`src/rtl/dec_key_entry_ctrl.sv`:
```
// Debounced decimal keypad entry: collects NDIGITS BCD digits, then offers them on a valid/ready handshake.
// Outputs are registered; a full entry is held stable on out_bcd until out_ready is seen with out_valid.
module dec_key_entry_ctrl #(
    parameter int DEBOUNCE_CYCLES = 4,
    parameter int NDIGITS         = 4
) (
    input  logic                   clk,
    input  logic                   rst_n,
    input  logic [9:0]             key_in,
    input  logic                   clear,
    input  logic                   out_ready,
    output logic                   out_valid,
    output logic [4*NDIGITS-1:0]   out_bcd,
    output logic [2:0]             digit_count,
    output logic                   key_error,
    output logic                   busy
);

    typedef enum logic [1:0] {IDLE, DEBOUNCE, HOLD, EMIT} state_t;

    localparam logic [7:0] DB_LAST = 8'(DEBOUNCE_CYCLES);
    localparam logic [2:0] NDIG    = 3'(NDIGITS);

    state_t                 state, state_nxt;
    logic [9:0]             cand, cand_nxt;
    logic [7:0]             cnt, cnt_nxt;
    logic [4*NDIGITS-1:0]   bcd_nxt;
    logic [2:0]             dcnt_nxt;
    logic                   valid_nxt;
    logic                   err_nxt;
    logic                   one_hot;
    logic [3:0]             key_idx;

    // Candidate decode: exactly one key line set means a legal digit.
    always_comb begin
        key_idx = 4'd0;
        for (int k = 0; k < 10; k++) begin
            if (cand[k]) key_idx = 4'(k);
        end
        one_hot = (cand != 10'd0) && ((cand & (cand - 10'd1)) == 10'd0);
    end

    always_comb begin
        state_nxt = state;
        cand_nxt  = cand;
        cnt_nxt   = cnt;
        bcd_nxt   = out_bcd;
        dcnt_nxt  = digit_count;
        valid_nxt = out_valid;
        err_nxt   = 1'b0;

        if (clear) begin
            state_nxt = IDLE;
            cand_nxt  = 10'd0;
            cnt_nxt   = 8'd0;
            bcd_nxt   = '0;
            dcnt_nxt  = 3'd0;
            valid_nxt = 1'b0;
        end else begin
            unique case (state)
                IDLE: begin
                    if (key_in != 10'd0) begin
                        cand_nxt  = key_in;
                        cnt_nxt   = 8'd1;
                        state_nxt = DEBOUNCE;
                    end
                end
                DEBOUNCE: begin
                    if (key_in != cand) begin
                        cnt_nxt   = 8'd0;
                        state_nxt = IDLE;
                    end else if (cnt + 8'd1 == DB_LAST) begin
                        if (one_hot) begin
                            bcd_nxt      = out_bcd << 4;
                            bcd_nxt[3:0] = key_idx;
                            dcnt_nxt     = digit_count + 3'd1;
                        end else begin
                            err_nxt = 1'b1;
                        end
                        cnt_nxt   = 8'd0;
                        state_nxt = HOLD;
                    end else begin
                        cnt_nxt = cnt + 8'd1;
                    end
                end
                HOLD: begin
                    // Any bounce back to a pressed level restarts the release count.
                    if (key_in != 10'd0) begin
                        cnt_nxt = 8'd0;
                    end else if (cnt + 8'd1 == DB_LAST) begin
                        cnt_nxt = 8'd0;
                        if (digit_count == NDIG) begin
                            state_nxt = EMIT;
                            valid_nxt = 1'b1;
                        end else begin
                            state_nxt = IDLE;
                        end
                    end else begin
                        cnt_nxt = cnt + 8'd1;
                    end
                end
                EMIT: begin
                    if (out_ready) begin
                        valid_nxt = 1'b0;
                        bcd_nxt   = '0;
                        dcnt_nxt  = 3'd0;
                        state_nxt = IDLE;
                    end
                end
                default: state_nxt = IDLE;
            endcase
        end
    end

    always_ff @(posedge clk or negedge rst_n) begin
        if (!rst_n) begin
            state       <= IDLE;
            cand        <= 10'd0;
            cnt         <= 8'd0;
            out_bcd     <= '0;
            digit_count <= 3'd0;
            out_valid   <= 1'b0;
            key_error   <= 1'b0;
            busy        <= 1'b0;
        end else begin
            state       <= state_nxt;
            cand        <= cand_nxt;
            cnt         <= cnt_nxt;
            out_bcd     <= bcd_nxt;
            digit_count <= dcnt_nxt;
            out_valid   <= valid_nxt;
            key_error   <= err_nxt;
            busy        <= (state_nxt != IDLE);
        end
    end

endmodule
```
`config.mk`:
```
export PLATFORM = sky130hd
export DESIGN_NAME = dec_key_entry_ctrl
export DESIGN_NICKNAME = d
export VERILOG_FILES = /design/src/rtl/dec_key_entry_ctrl.sv
export SDC_FILE = /design/constraint.sdc
export NUM_CORES = 1
export LEC_CHECK = 0
export ABC_CLOCK_PERIOD_IN_PS = 2700
export BUFFER_PORTS_ARGS = -buffer_cell sky130_fd_sc_hd__buf_2
export CELL_PAD_IN_SITES_DETAIL_PLACEMENT = 1
export CELL_PAD_IN_SITES_GLOBAL_PLACEMENT = 2
export CORE_MARGIN = 4
export CORE_UTILIZATION = 35
export DETAILED_ROUTE_END_ITERATION = 8
export PLACE_DENSITY = 0.89
export SYNTH_ARGS = -nofsm -noshare
export SYNTH_HDL_FRONTEND = slang
export SYNTH_SLANG_ARGS = --single-unit
```
`constraint.sdc`:
```
create_clock -name clk -period 2.7 [get_ports clk]
set_clock_uncertainty 0.2 [all_clocks]
set_input_delay 0.54 -clock clk [delete_from_list [all_inputs] [get_ports clk]]
set_output_delay 0.54 -clock clk [all_outputs]
set_load 0.02 [all_outputs]
```
## Word-level counts from Yosys, hierarchy flattened

Index checks and enable logic that the tools add are counted.
W data, S select, Z words.

- Register bits: 42
- Input bits: 14
- Output and inout bits: 22
- Word-level logic and storage cells: 91

- $add $sub $neg: 3
- Equal/unequal tests: 14
- Muxes and demuxes: 50
- Bitwise operators: 1
- Reductions and logical operators: 15

Operators by type and width:

| cell | count |
|---|---|
| $mux W16 | 5 |
| $mux W8 | 5 |
| $pmux W16 S2 | 1 |
| $mux W10 | 3 |
| $mux W4 | 6 |
| $ne A3 B3 Y1 const B | 8 |
| $pmux W8 S3 | 1 |
| $mux W2 | 10 |
| $reduce_bool A10 Y1 | 2 |
| $mux W3 | 5 |
| $mux W1 | 11 |
| $and A10 B10 Y10 | 1 |
| $logic_not A10 Y1 | 1 |
| $ne A10 B10 Y1 | 1 |
| $reduce_and A5 Y1 | 2 |
| $sub A10 B1 Y10 const B | 1 |
| $add A8 B1 Y8 const B | 1 |
| $eq A8 B3 Y1 const B | 1 |
| $pmux W2 S4 | 1 |
| $pmux W3 S2 | 1 |
| $reduce_bool A2 Y1 | 3 |
| $reduce_bool A3 Y1 | 2 |
| $eq A2 B2 Y1 const B | 2 |
| $reduce_and A2 Y1 | 2 |
| 7 further kinds | 7 |

## Logic depth before layout (Yosys ltp)

Gate-level depths: netlist (run 1).

- Depth in word-level cells: 14
- Gate-level depth with buffers: 9
- Gate-level depth less buffers: 7

## Worst setup path before layout (run 1)

No wires, ideal clock.

- Kind: register to register
- From: reg cnt[4]
- To: reg busy
- Setup time: 0.124 ns
- Data arrival time: 2.103 ns
- Required time: 2.376 ns
- Slack: 0.273 ns
- Cell stages (with the launch flop): 8
- Path buffers: 1
- Clock period less this slack: 2.427 ns
- Cells stage by stage: dfrtp_1 -> or3_1 -> or4_1 -> buf_2 -> o21ai_2 -> a31oi_1 -> o41a_1 -> a211o_1

- Cells in the longest elaborated chain, start to end: 7
- Elaborated cells between the ends (all ways): 9
- Classes of those cells: add/sub (1); eq/ne (1); mux (6); reduce/logical (1)

RTL lines:

| what | line | RTL |
|---|---|---|
| start: declaration | 26 | `logic [7:0] cnt, cnt_nxt;` |
| start signal: assignment | 128 | `cnt <= cnt_nxt;` |
| $add A8 B1 Y8 * | 72, 90 |  |
| $eq A8 B3 Y1 * | 72, 90 |  |
| $mux W2 (on tied branches) | 90, 72 |  |
| $mux W2 (on tied branches) | 88, 69 |  |
| $pmux W2 S4 * | 60 | `unique case (state)` |
| $mux W2 * | 52 | `if (clear) begin` |
| named net state_nxt[1] | 24 | `state_t state, state_nxt;` |
| $reduce_bool A2 Y1 * | 133 | `busy <= (state_nxt != IDLE);` |
| end signal: assignment | 133 |  |
| end: declaration | 16 | `output logic busy` |

Mark *: on every way through the listed nets, which the timed path passes. The rest lies on a longest branch.
A chain may end at the register's enable or synchronous reset.

## Final worst setup path (run 1)

- From: reg cnt[4]
- To: reg digit_count[0]

- Cells in the longest elaborated chain, start to end: 4

RTL lines:

| what | line | RTL |
|---|---|---|
| $add A8 B1 Y8 | 72 | `end else if (cnt + 8'd1 == DB_LAST) begin` |
| $eq A8 B3 Y1 | 72 |  |
| $ne A3 B3 Y1 (no line) | n/a |  |
| $reduce_and A5 Y1 (no line) | n/a |  |
| end signal: assignment | 130 | `digit_count <= dcnt_nxt;` |
| end: declaration | 14 | `output logic [2:0] digit_count,` |

Every way passes these cells.

==> metrics, run 1 <==
Post-Syn Nets=~280; PortBufs=35; Worst-path clk slew=~90 ps; count of cell types in the netlist=between 40 and 50; data arrival time of the worst path=roughly 2600 ps; router iterations before antenna repair=4; Critical Path Max Stage Delay=between 400 and 500 ps; CTS H-tree depth=2; Std-Cell Rows=29; LEAKAGE=about 1.5 nW; Avg WL per Cell=around 17 um; Power Density=578 nW/um^2; largest net degree at the start of global routing=43; Max Transition Viols Final=0; final worst slack=118 ps; fmax=roughly 0.39 GHz; Worst setup SP type=flip-flop; Post-Syn Area per Cell=approximately 9.2 um^2; Hold Path Class=in -> async; fin util=0.462; Layout Nets=345; Seq cells post-synth=42; vias after detailed routing=approximately 2.2k; Root Driver=clkbuf_8; share of cells above drive strength 1=0.262; Synth Instances=260; Post-synth EDFFs=0; # fillers=760; Fin. Hold Viols=0; DRT iter0 DRCs=69; initial antenna violation count=0; maximum fanout along the worst path=18; CP top delay family=simple AND/OR/NAND/NOR gates; worst skew pair latency=~300 ps; commonest non-fill, non-tap cell in the layout=dfrtp_1; status=complete, no violations; core box area=~6500 um^2; vias in the first global route=approximately 2.5k; endpoint type of the worst setup path=flip-flop; Setup violations, final=0; Die Width=between 90 and 100 um; synth warn=0; IO Count=36; Cell Area, Synth=approximately 2400 um^2; Post-DRT Antenna Nets=0; R2R setup slack=around 120 ps; RSZ-0062 raised after global routing=false; first-pass GRT wire length=around 12,000 um; n_diodes=0; effective utilization at floorplan=0.368; max-cap viol count=0; total CTS buffers=5; area of the multi-input gates=1230 um^2; FF-to-FF Start=cnt[4]$_DFFE_PN0P_; area grow syn2layout=25.7%; CTS tree=yes; FF-to-FF End=digit_count[0]$_DFFE_PN0P_; slew margin rel.=0.544; routability congestion estimate=around 0.80; post-layout min period=2580 ps; ys async rst share=1.00; power after layout=between 1.5 and 2 mW; CP Class=reg -> reg; register area=~1100 um^2; IR drop worst, VDD=~0.43 mV; die height=between 90 and 100 um; critical path's slowest cell=dfrtp_1; Hold WS=106 ps; Via density=between 5 and 6; pre-CTS setup slack=-204 ps; Primary FF master, synth=dfrtp_1; total length of routed wires=about 6700 um; final worst-path cycle share=0.956; die area=just over 8000 um^2; Worst Path Buf+Inv=1; grt total ovfl=0; CP cell instances=or3_1, nor4_1, nand4_1, and4bb_2, a221oi_4, buf_12, mux2_2; data required time of the critical path=between 2000 and 3000 ps; dpl hpwl=between 5000 and 6000 um; sequential-to-total area share from yosys stat=0.440; gr usage total=0.172; slew of the pin with the lowest slew margin=just under 700 ps; CTS Buffer Depth=2; worst reg-to-reg path cell count=7; clock sink total=42; commonest cells after routing, fill and taps aside=dfrtp_1 (42), buf_4 (36), buf_2 (35), nand2_1 (28), nor2_1 (20); drt drc=0
==> state kept, by name, summed over array words and instances, names as in the netlist <==
register / count
cnt: 8
key_error: 1
out_bcd: 16
busy: 1
state: 2
cand: 10
digit_count: 3
out_valid: 1
==> cells by family (layout without fill, tap and decap cells) <==
family	count (synthesis)	after routing	synth area share
simple gates	105	105	0.219
compound gates	66	66	0.207
flops	42	42	0.440
buf+inv	27	92	0.0482
xor+xnor	11	11	0.0403
fa+ha+maj	8	8	0.0408
mux	1	1	0.00471
==> power breakdown <==
group          internal [mW]  switching (mW)
registers              0.666          0.0577
clock network          0.276           0.226
logic                  0.218           0.293
==> worst reg2reg max path: stages, from the launching register on <==
cell and delay (ps):
dfrtp_1 420, or3_1 400, nor4_1 400, nand4_1 160, and4bb_2 380, a221oi_4 90, buf_12 190, mux2_2 250
==> through the flow <==
stage / std cells / setup TNS, ps / instance area, um^2
6_report: 402 / 0 / 3000
5_1_grt: 402 / 0 / 3000
4_1_cts: 401 / 0 / 2980
3_5_place_dp: 393 / -3020 / 2860
3_3_place_gp: 393 / -1990 / 2860
2_1_floorplan: 260 / 0 / 2390
==> final cells by class <==
| cell class | count | area share |
|---|---|---|
| Clock buffer | 6 | 0.0242 |
| Tap cell | 77 | 0.0321 |
| Multi-Input combinational cell | 191 | 0.411 |
| Clock inverter | 2 | 0.0125 |
| Sequential cell | 42 | 0.350 |
| Timing Repair Buffer | 72 | 0.155 |
| Inverter | 12 | 0.0150 |
==> cell usage after synthesis, types with 2 or more instances <==
cell,n,area share
ha_1,7,0.037
nand4_1,6,0.016
a21oi_1,8,0.017
a2111oi_0,2,0.0073
clkbuf_1,6,0.0094
or3_1,4,0.010
xor2_1,11,0.040
a21o_1,3,0.0094
a211o_1,3,0.011
o21ai_0,13,0.027
dfrtp_1,42,0.44
nand2_1,28,0.044
a22o_1,16,0.059
buf_2,8,0.017
nor3_1,11,0.023
and3_1,2,0.0052
nor2_1,20,0.031
and4_1,2,0.0073
nor4_1,7,0.018
inv_1,12,0.019
nor3b_1,2,0.0063
nand3_1,14,0.029
or4_1,2,0.0063
nand2b_1,4,0.010
o31ai_1,5,0.016
a211oi_1,4,0.013
==> layer usage <==
metal,part of all wire,wire length [um],track usage
met1,0.46,3080,0.219
met2,0.49,3240,0.293
met3,0.038,255,0.0325
met4,0.012,82,0.0574
met5,0,0,0
==> what timing repair did <==
item,4_1_cts,5_1_grt
hold buffers,0,0
pin swaps,0,1
resized for setup,1,0
setup endpoints to repair,18,18
setup buffers,0,1
==> how the worst max path moves through the flow <==
stage,from,endpoint,slack (ps),cells after the start
after floorplan,cnt[4]$_DFFE_PN0P_,busy$_DFF_PN0_,270,7
after global placement,cand[0]$_DFFE_PN0P_,digit_count[0]$_DFFE_PN0P_,-150,6
after detailed placement,state[1]$_DFF_PN0_,digit_count[0]$_DFFE_PN0P_,-200,6
after CTS,cand[0]$_DFFE_PN0P_,digit_count[0]$_DFFE_PN0P_,60,6
after global routing,state[1]$_DFF_PN0_,digit_count[0]$_DFFE_PN0P_,20,8
final,cnt[4]$_DFFE_PN0P_,digit_count[0]$_DFFE_PN0P_,120,7
Note: power is estimated with default switching activity, not from simulation.
==> inputs of run 2 (changes only) <==
--- a/config.mk
+++ b/config.mk
@@ -5,12 +5,13 @@
 export SDC_FILE = /design/constraint.sdc
 export NUM_CORES = 1
 export LEC_CHECK = 0
+export ABC_AREA = 1
 export ABC_CLOCK_PERIOD_IN_PS = 2700
 export BUFFER_PORTS_ARGS = -buffer_cell sky130_fd_sc_hd__buf_2
 export CELL_PAD_IN_SITES_DETAIL_PLACEMENT = 1
 export CELL_PAD_IN_SITES_GLOBAL_PLACEMENT = 2
 export CORE_MARGIN = 4
-export CORE_UTILIZATION = 35
+export CORE_UTILIZATION = 32
 export DETAILED_ROUTE_END_ITERATION = 8
 export PLACE_DENSITY = 0.89
 export SYNTH_ARGS = -nofsm -noshare
==> metrics, run 2 <==
Post-synth EDFFs=0; XOR/XNOR share of the synthesized area=0.0240; RSZ-0062 raised after global routing=false; dpl hpwl=~5200 um; initial antenna violation count=0; vias in the first global route=about 2.5k; CTS H-tree depth=2; register area=~1100 um^2; area of the multi-input gates=about 1300 um^2; LEAKAGE=between 1 and 1.5 nW; CP Class=reg -> reg; CTS Buffer Depth=2; Fin. Hold Viols=0; max reg flops=16; commonest non-fill, non-tap cell in the layout=nand2_1; IO Count=36; sequential-to-total area share from yosys stat=0.412; count of cell types in the netlist=28; grt total ovfl=0; Max Transition Viols Final=0; CTS tree=yes; R2R setup slack=~450 ps; Power Density=approximately 590 nW/um^2; post-CTS sizing=0; Post-Syn Nets=376; Setup Fix Bufs, Post-CTS=0; fmax=~0.44 GHz; Cell Area, Synth=2550 um^2; area share of the largest cell type after synthesis=0.412; Worst setup SP type=flip-flop; DRT iter0 DRCs=73; gr usage total=0.144; maximum fanout along the worst path=38; commonest cells after routing, fill and taps aside=nand2_1 (108), inv_1 (48), dfrtp_1 (42), o21ai_0 (37), buf_2 (35); Setup violations, final=0; final worst-path cycle share=0.835; PortBufs=35; core box area=7730 um^2; Worst-path clk slew=~90 ps; total length of routed wires=roughly 6500 um; Synth Area in Adders=0.0343; Via density=4.86; Post-DRT Antenna Nets=0; dominant cell type by area after synthesis=dfrtp_1; max-cap viol count=0; status=complete, no violations; FF-to-FF Start=cnt[0]$_DFFE_PN0P_; worst skew pair latency=approximately 300 ps; IR drop worst, VDD=between 0.2 and 0.25 mV; synth warn=0; Post-Syn Area per Cell=slightly above 7 um^2; setup TNS=0 ps; total CTS buffers=5; endpoint type of the worst setup path=flip-flop; data arrival time of the worst path=between 2000 and 2500 ps; slew of the pin with the lowest slew margin=just under 600 ps; M2 GR Usage=0.246; met3 global-route usage=0.0309; power after layout=1.72 mW; Synth Instances=roughly 360; # fillers=1,007; Regs by FF count=out_bcd: 16 flops, cand: 10 flops, cnt: 8 flops; Primary FF master, synth=dfrtp_1; post-layout min period=approximately 2300 ps; Die Width=97.3 um; complex-gate fraction of the synthesized area=0.137; Top reg by flops=out_bcd; worst reg-to-reg path cell count=12; Post-CTS Hold Buffers=0; FF-to-FF End=digit_count[2]$_DFFE_PN0P_; n_diodes=0; ys async rst share=1.00; met1 Use GR=0.184; effective utilization at floorplan=0.330; top post-synthesis cells by area=dfrtp_1 (41%), nand2_1 (16%), o21ai_0 (7.3%); clock sink total=42; largest net degree at the start of global routing=39; routability congestion estimate=just under 0.8; post-synthesis mux area share=0; Layout Nets=a little over 400; vias after detailed routing=~2.4k; gr busiest metal=met2; first-pass GRT wire length=about 11,000 um; area grow syn2layout=15.1%; die area=9470 um^2; Seq cells post-synth=42; slew margin rel.=0.608; drt drc=0; Hold Path Class=in -> async; data required time of the critical path=around 2700 ps; share of cells above drive strength 1=0.170; largest family of logic cells by synthesized area=simple AND/OR/NAND/NOR gates; die height=97.3 um; Root Driver=clkbuf_8; Simple-Gate Fraction of Synth Area=0.297; Std-Cell Rows=32; count leader, synth=nand2_1; most frequent cells after synthesis=nand2_1 (108), inv_1 (48), dfrtp_1 (42), o21ai_0 (37); router iterations before antenna repair=4; Avg WL per Cell=13.2 um
-- run 2: how the worst max path moves through the flow --
stage / cells after the start / from / slack [ps] / end
3_5_place_dp: 9 / key_in[4] / 220 / cnt[6]$_DFFE_PN0P_
6_report: 12 / cnt[0]$_DFFE_PN0P_ / 450 / digit_count[2]$_DFFE_PN0P_
2_1_floorplan: 13 / cnt[0]$_DFFE_PN0P_ / 690 / digit_count[2]$_DFFE_PN0P_
4_1_cts: 12 / cnt[0]$_DFFE_PN0P_ / 430 / digit_count[2]$_DFFE_PN0P_
3_3_place_gp: 9 / key_in[4] / 200 / cnt[5]$_DFFE_PN0P_
5_1_grt: 12 / cnt[0]$_DFFE_PN0P_ / 200 / out_bcd[9]$_DFFE_PN0P_
-- run 2: where the power goes --
group / internal, mW / switching [mW]
sequential: 0.708 / 0.0801
clock: 0.185 / 0.248
combinational: 0.164 / 0.338
total: 1.06 / 0.666
-- run 2: area by class of cell --
| cell class | instances | share of cell area |
|---|---|---|
| multi-input combinational | 254 | 0.427 |
| sequential | 42 | 0.358 |
| timing repair buffer | 42 | 0.0775 |
| inverter | 49 | 0.0626 |
| tap | 102 | 0.0434 |
| clock buffer | 5 | 0.0234 |
| clock inverter | 3 | 0.00809 |
-- run 2: critical path, stage by stage (launching register included) --
cell and delay, ps:
dfrtp_1 400, ha_1 240, nand3_1 160, o21ai_0 200
nand2_1 70, nand2_1 110, nor2_4 60, nand2_2 70
a21oi_2 50, nand2_1 70, buf_4 360, nand2_1 130
o21ai_2 70
-- run 2: cell families (layout without fill, tap and decap cells) --
family | Yosys count | after routing
xor gates and xnor gates | 7 | 7
DFF | 42 | 42
buffers and inverters | 59 | 99
adders and majority gates | 7 | 7
and+or+nand+nor | 180 | 180
AOI/OAI and AO/OA | 60 | 60
-- run 2: through the flow --
stage               hold WS [ps]  area, um^2  instances  utilization  setup slack (ps)
global placement             268        2850        489        0.368               198
finish                      30.1        2940        497        0.380               446
floorplan                   44.4        2550        355            -               693
detailed placement           267        2850        489        0.368               215
CTS                         47.8        2940        497        0.380               434
global route                60.8        2940        497        0.380               203
-- run 2: per-layer routing --
metal | routed length (um) | up-vias
met2 | 3120 | 42
met1 | 3080 | 1163
met4 | 75 | 0
li1 | - | 1201
met5 | 0 | -
met3 | 265 | 7
